**src/rtl/key_pulse_gen.sv**
```systemverilog
// Four-button front end: synchronise, debounce, arbitrate presses by priority U>D>R>L
// and generate single-cycle direction strobes with hold-to-repeat.
module key_pulse_gen #(
    parameter int unsigned DEBOUNCE_CYC = 1000000,
    parameter int unsigned REPEAT_DELAY = 25000000,
    parameter int unsigned REPEAT_RATE  = 5000000
) (
    input  logic       clk,
    input  logic       clr,
    input  logic [3:0] btn_raw,
    input  logic       en,
    output logic       U,
    output logic       D,
    output logic       R,
    output logic       L,
    output logic       key_valid,
    output logic [1:0] key_code
);

    // All three periods must be >= 2 so every terminal count below is a real count.
    localparam logic [27:0] DEB_LAST   = 28'(DEBOUNCE_CYC - 1);
    localparam logic [27:0] DELAY_LAST = 28'(REPEAT_DELAY - 1);
    localparam logic [27:0] RATE_LAST  = 28'(REPEAT_RATE - 1);

    typedef enum logic [1:0] {
        IDLE   = 2'd0,
        DELAY  = 2'd1,
        REPEAT = 2'd2
    } state_t;

    logic [3:0]  sync_q1;
    logic [3:0]  sync_q2;
    logic [3:0]  deb_lvl;
    logic [3:0]  deb_prev;
    logic [27:0] deb_cnt [4];

    logic [3:0]  press;
    logic        press_any;
    logic [1:0]  press_code;

    state_t      state;
    state_t      state_nx;
    logic [27:0] rpt_cnt;
    logic [27:0] rpt_cnt_nx;
    logic [1:0]  held;
    logic [1:0]  held_nx;
    logic        held_live;
    logic        cnt_hit;
    logic        fire;
    logic [1:0]  fire_code;

    // NOTE: sequential state is always assigned with <= so every flop samples
    // the pre-edge value of its neighbours, independent of statement order.
    always_ff @(posedge clk or posedge clr) begin
        if (clr) begin
            sync_q1 <= '0;
            sync_q2 <= '0;
        end else begin
            sync_q1 <= btn_raw;
            sync_q2 <= sync_q1;
        end
    end

    // A level is accepted only after it differs from the debounced level for DEBOUNCE_CYC cycles.
    always_ff @(posedge clk or posedge clr) begin
        if (clr) begin
            deb_lvl  <= '0;
            deb_prev <= '0;
            for (int i = 0; i < 4; i++) deb_cnt[i] <= '0;
        end else begin
            deb_prev <= deb_lvl;
            for (int i = 0; i < 4; i++) begin
                if (sync_q2[i] == deb_lvl[i]) begin
                    deb_cnt[i] <= '0;
                end else if (deb_cnt[i] == DEB_LAST) begin
                    deb_lvl[i] <= sync_q2[i];
                    deb_cnt[i] <= '0;
                end else begin
                    deb_cnt[i] <= deb_cnt[i] + 28'd1;
                end
            end
        end
    end

    assign press     = deb_lvl & ~deb_prev;
    assign press_any = |press;
    assign held_live = deb_lvl[held];
    assign cnt_hit   = ((state == DELAY)  && (rpt_cnt == DELAY_LAST)) ||
                       ((state == REPEAT) && (rpt_cnt == RATE_LAST));

    // NOTE: each always_comb assigns defaults first so no path can infer a latch.
    always_comb begin
        press_code = 2'd0;
        if (press[3])      press_code = 2'd3;
        else if (press[2]) press_code = 2'd2;
        else if (press[1]) press_code = 2'd1;
    end

    always_ff @(posedge clk or posedge clr) begin
        if (clr) begin
            state   <= IDLE;
            rpt_cnt <= '0;
            held    <= '0;
        end else begin
            state   <= state_nx;
            rpt_cnt <= rpt_cnt_nx;
            held    <= held_nx;
        end
    end

    always_comb begin
        state_nx   = state;
        rpt_cnt_nx = rpt_cnt;
        held_nx    = held;
        if (!en) begin
            state_nx   = IDLE;
            rpt_cnt_nx = '0;
        end else begin
            case (state)
                IDLE: begin
                    if (press_any) begin
                        state_nx   = DELAY;
                        rpt_cnt_nx = '0;
                        held_nx    = press_code;
                    end
                end
                DELAY, REPEAT: begin
                    // A fresh press outranks both the release check and a due repeat.
                    if (press_any) begin
                        state_nx   = DELAY;
                        rpt_cnt_nx = '0;
                        held_nx    = press_code;
                    end else if (!held_live) begin
                        state_nx   = IDLE;
                        rpt_cnt_nx = '0;
                    end else if (cnt_hit) begin
                        state_nx   = REPEAT;
                        rpt_cnt_nx = '0;
                    end else begin
                        rpt_cnt_nx = rpt_cnt + 28'd1;
                    end
                end
                default: begin
                    state_nx   = IDLE;
                    rpt_cnt_nx = '0;
                end
            endcase
        end
    end

    always_comb begin
        fire      = 1'b0;
        fire_code = held;
        if (en) begin
            if (press_any) begin
                fire      = 1'b1;
                fire_code = press_code;
            end else if (held_live && cnt_hit) begin
                fire      = 1'b1;
            end
        end
    end

    always_ff @(posedge clk or posedge clr) begin
        if (clr) begin
            U         <= 1'b0;
            D         <= 1'b0;
            R         <= 1'b0;
            L         <= 1'b0;
            key_valid <= 1'b0;
            key_code  <= 2'd0;
        end else begin
            U         <= fire && (fire_code == 2'd3);
            D         <= fire && (fire_code == 2'd2);
            R         <= fire && (fire_code == 2'd1);
            L         <= fire && (fire_code == 2'd0);
            key_valid <= fire;
            key_code  <= fire ? fire_code : 2'd0;
        end
    end

endmodule
```
**config.mk**
```make
export PLATFORM = sky130hd
export DESIGN_NAME = key_pulse_gen
export DESIGN_NICKNAME = d
export VERILOG_FILES = /design/src/rtl/key_pulse_gen.sv
export SDC_FILE = /design/constraint.sdc
export NUM_CORES = 1
export LEC_CHECK = 0
export BUFFER_PORTS_ARGS = -buffer_cell sky130_fd_sc_hd__buf_2
export CAP_MARGIN = 20
export CORE_MARGIN = 2
export CORE_UTILIZATION = 59
export DETAILED_ROUTE_END_ITERATION = 10
export PLACE_DENSITY = 0.73
export SYNTH_ARGS = -nofsm -noshare
export SYNTH_HDL_FRONTEND = slang
export SYNTH_SLANG_ARGS = --single-unit
```
**constraint.sdc**
```tcl
create_clock -name clk -period 6.2 [get_ports clk]
set_input_delay 0.62 -clock clk [delete_from_list [all_inputs] [get_ports clk]]
set_output_delay 0.62 -clock clk [all_outputs]
set_load 0.02 [all_outputs]
```
==> results.py <==
metrics = {
    "final_layout": {
        "multi_input_area_sq_mm": 0.00387,
        "diodes": 0,
        "final_cell_mix": "167 x dfrtp_1, 145 x nor2_1, 79 x xnor2_1, 61 x nand2_1, 55 x nand3_1",
        "fill_cells": 1056,
        "final_nets": 899,
        "areaGrowthSynthToFinish_pct": 11.0,
        "drive_gt1_frac": 0.0737,
        "final_common_cell": "dfrtp_1",
        "seqCellArea_sq_mm": 0.00418,
    },
    "worst_hold_path": {
        "hp-class": "input pin to asynchronous set/reset pin",
    },
    "grt": {
        "grt_usage": 0.248,
        "grt_pass1_vias": 6260,
        "antenna_found_initial": 0,
        "grt-ovfl-total": 0,
        "grt_max_degree": 116,
        "grt_pass1_wl_mm": 29.6,
    },
    "job": {
        "max_cap_viol_count": 0,
    },
    "worst_setup_path": {
        "path_class": "flop to flop",
        "crit_slowest_cell": "a21oi_1",
        "end_kind": "flop",
        "cp_num_buf_inv": 1,
        "cp.arrival_ns": 3.83,
        "cpPeakStageDelay_ns": 0.77,
        "crit_fanout": 22,
        "r2r_setup_slack_ns": 2.68,
        "critPathLaunchType": "flop",
        "r2r_start": "state[0]$_DFFE_PP0P_",
        "crit_family": "compound AO/OA/AOI/OAI gates",
        "required_ns": 6.51,
        "r2r-end": "state[0]$_DFFE_PP0P_",
        "reg2regPathDepth": 7,
        "startpoint": "state[0]$_DFFE_PP0P_",
        "crit_end": "state[0]$_DFFE_PP0P_",
        "crit_chain": "inv_1 -> ha_1 -> or4b_1 -> or4_1 -> a211o_1 -> a21oi_1 -> mux2_2",
        "crit_cells": 7,
    },
    "synthesis": {
        "synth_top_area_cell": "dfrtp_1",
        "ys_seq_area_frac": 0.503,
        "synth_top_area_frac": 0.503,
        "synth_area_leaders": "dfrtp_1 50%, xnor2_1 8.3%, nor2_1 6.6%",
        "synth.distinct_cells": 47,
        "synth_ff_type": "dfrtp_1",
        "synth_area_sq_mm": 0.00830,
        "async_flop_share": 1.00,
        "ys_seq_elements": 167,
        "synth_edf_count": 0,
        "synth_nets": 892,
        "synthCells": 876,
        "syn_avg_cell_area_sq_um": 9.48,
        "yosys_warnings": 0,
    },
    "detailed_routing": {
        "dr_wl_met2_mm": 8.68,
        "top_layer": "met4",
        "drt_iter0_drc": 534,
        "wl_met3_microns": 587,
        "drtPass1Iterations": 5,
        "vias_per_cell": 6.00,
        "drc": 0,
        "met1_length_mm": 7.73,
        "wl_per_cell_microns": 16.1,
        "wl_mm": 17.3,
        "drtAntennaViolNets": 0,
        "num_vias": 6452,
    },
    "power_and_ir_drop": {
        "power_density_mw_per_mm2": 263,
        "p_leak_nw": 3.68,
        "peakVddDrop_v": 0.000206,
        "totalPowerFinal_mw": 2.42,
    },
    "floorplanning": {
        "io_pins": 14,
        "fp.dieH_microns": 123,
        "coreArea_sq_mm": 0.0138,
        "rows": 43,
        "start_util": 0.600,
        "die_area_sq_mm": 0.0150,
        "die_w_microns": 123,
    },
    "timing": {
        "fmaxAchievable_mhz": 284,
        "fin_crit_sh": 0.567,
        "rsz0062_at_grt": "no",
        "skew_ns": 0.00781,
        "tightest_slew_ns": 1.05,
        "maxSlewHeadroom": 0.284,
        "finalHoldViolCount": 0,
        "maxSlewViolCount": 0,
        "setup_violations": 0,
        "period_minus_slack_ns": 3.52,
        "finalSetupTns_ns": 0,
    },
    "place": {
        "hpwl_mm": 11.1,
        "io_buffers": 13,
        "routabilityCongestion": 0.894,
    },
    "clock_tree": {
        "cts.path.max_buffers": 2,
        "post_cts_buffers": 0,
        "cts_resized": 0,
        "clock-sinks": 167,
        "cts_root_buffer": "clkbuf_16",
        "clkLatencyLatePin_ns": 0.44,
        "cts_hold_buf": 0,
        "path_clk_slew_ns": 0.06,
        "tritoncts": "yes",
        "numCtsBuffers": 17,
        "htree_levels": 4,
    },
    "run_status": {
        "status": "complete, no violations",
    },
}
[cells by family (layout without fill, tap and decap cells)]
family / after synthesis / in the layout / share of synthesized area
compound gates: 64 / 64 / 0.0484
flops: 167 / 167 / 0.503
mux: 10 / 10 / 0.0130
fa+ha+maj: 9 / 9 / 0.0136
simple gates: 450 / 450 / 0.275
buf+inv: 65 / 85 / 0.0298
xor+xnor: 111 / 111 / 0.117
[where the power goes]
part	total (mW)	internal, mW	switching (mW)
Clock	1.21	0.774	0.431
Combinational	0.104	0.0284	0.0757
Sequential	1.11	1.10	0.0119
Total	2.42	1.91	0.519
[per-layer routing]
layer / up-vias / track usage
met4: 0 / 0.0855
met2: 122 / 0.409
met3: 28 / 0.0548
li1: 3070 / -
met1: 3232 / 0.324
met5: - / 0
[per-stage QoR]
step | std cells | cell area [sq um] | setup slack, ns | utilization | hold WS (ns)
CTS | 1075 | 9190 | 2.70 | 0.664 | 0.288
detailed placement | 1043 | 8510 | 2.72 | 0.615 | 0.335
global placement | 1043 | 8510 | 2.80 | 0.615 | 0.333
finish | 1076 | 9210 | 2.68 | 0.666 | 0.0913
floorplan | 876 | 8300 | 1.06 | - | 0.331
global route | 1076 | 9210 | 2.51 | 0.666 | 0.0893
[area by class of cell]
| cell class | instances | share of cell area |
|---|---|---|
| clock inverter | 13 | 0.0243 |
| tap | 180 | 0.0244 |
| clock buffer | 19 | 0.0492 |
| inverter | 35 | 0.0148 |
| multi-input combinational | 644 | 0.420 |
| timing repair buffer | 18 | 0.0133 |
| sequential | 167 | 0.454 |
[flip-flops by register name, summed over array words and instances, names as in the netlist, 2 cells and up]
register / cells
deb_lvl: 4
deb_cnt: 112
deb_prev: 4
held: 2
sync_q1: 4
key_code: 2
state: 2
rpt_cnt: 28
sync_q2: 4
[worst min path at each step]
stage / from / endpoint / cells after the start
3_5_place_dp: sync_q1[2]$_DFF_PP0_ / sync_q2[2]$_DFF_PP0_ / 0
4_1_cts: btn_raw[3] / sync_q1[3]$_DFF_PP0_ / 1
6_report: clr / deb_cnt[86]$_DFF_PP0_ / 2
2_1_floorplan: sync_q1[0]$_DFF_PP0_ / sync_q2[0]$_DFF_PP0_ / 0
3_3_place_gp: sync_q1[1]$_DFF_PP0_ / sync_q2[1]$_DFF_PP0_ / 0
5_1_grt: clr / deb_cnt[103]$_DFF_PP0_ / 2
[synthesized netlist by cell type (13+ instances only)]
cell type	number
o21ai_0	16
clkbuf_1	21
inv_1	35
nand3_1	55
nor4_1	35
xnor2_1	79
nor2_1	145
nor3_1	38
nand4_1	29
and4_1	15
and3_1	13
xor2_1	32
nand2_1	61
dfrtp_1	167
No activity file was read; power rests on OpenSTA's default activity.
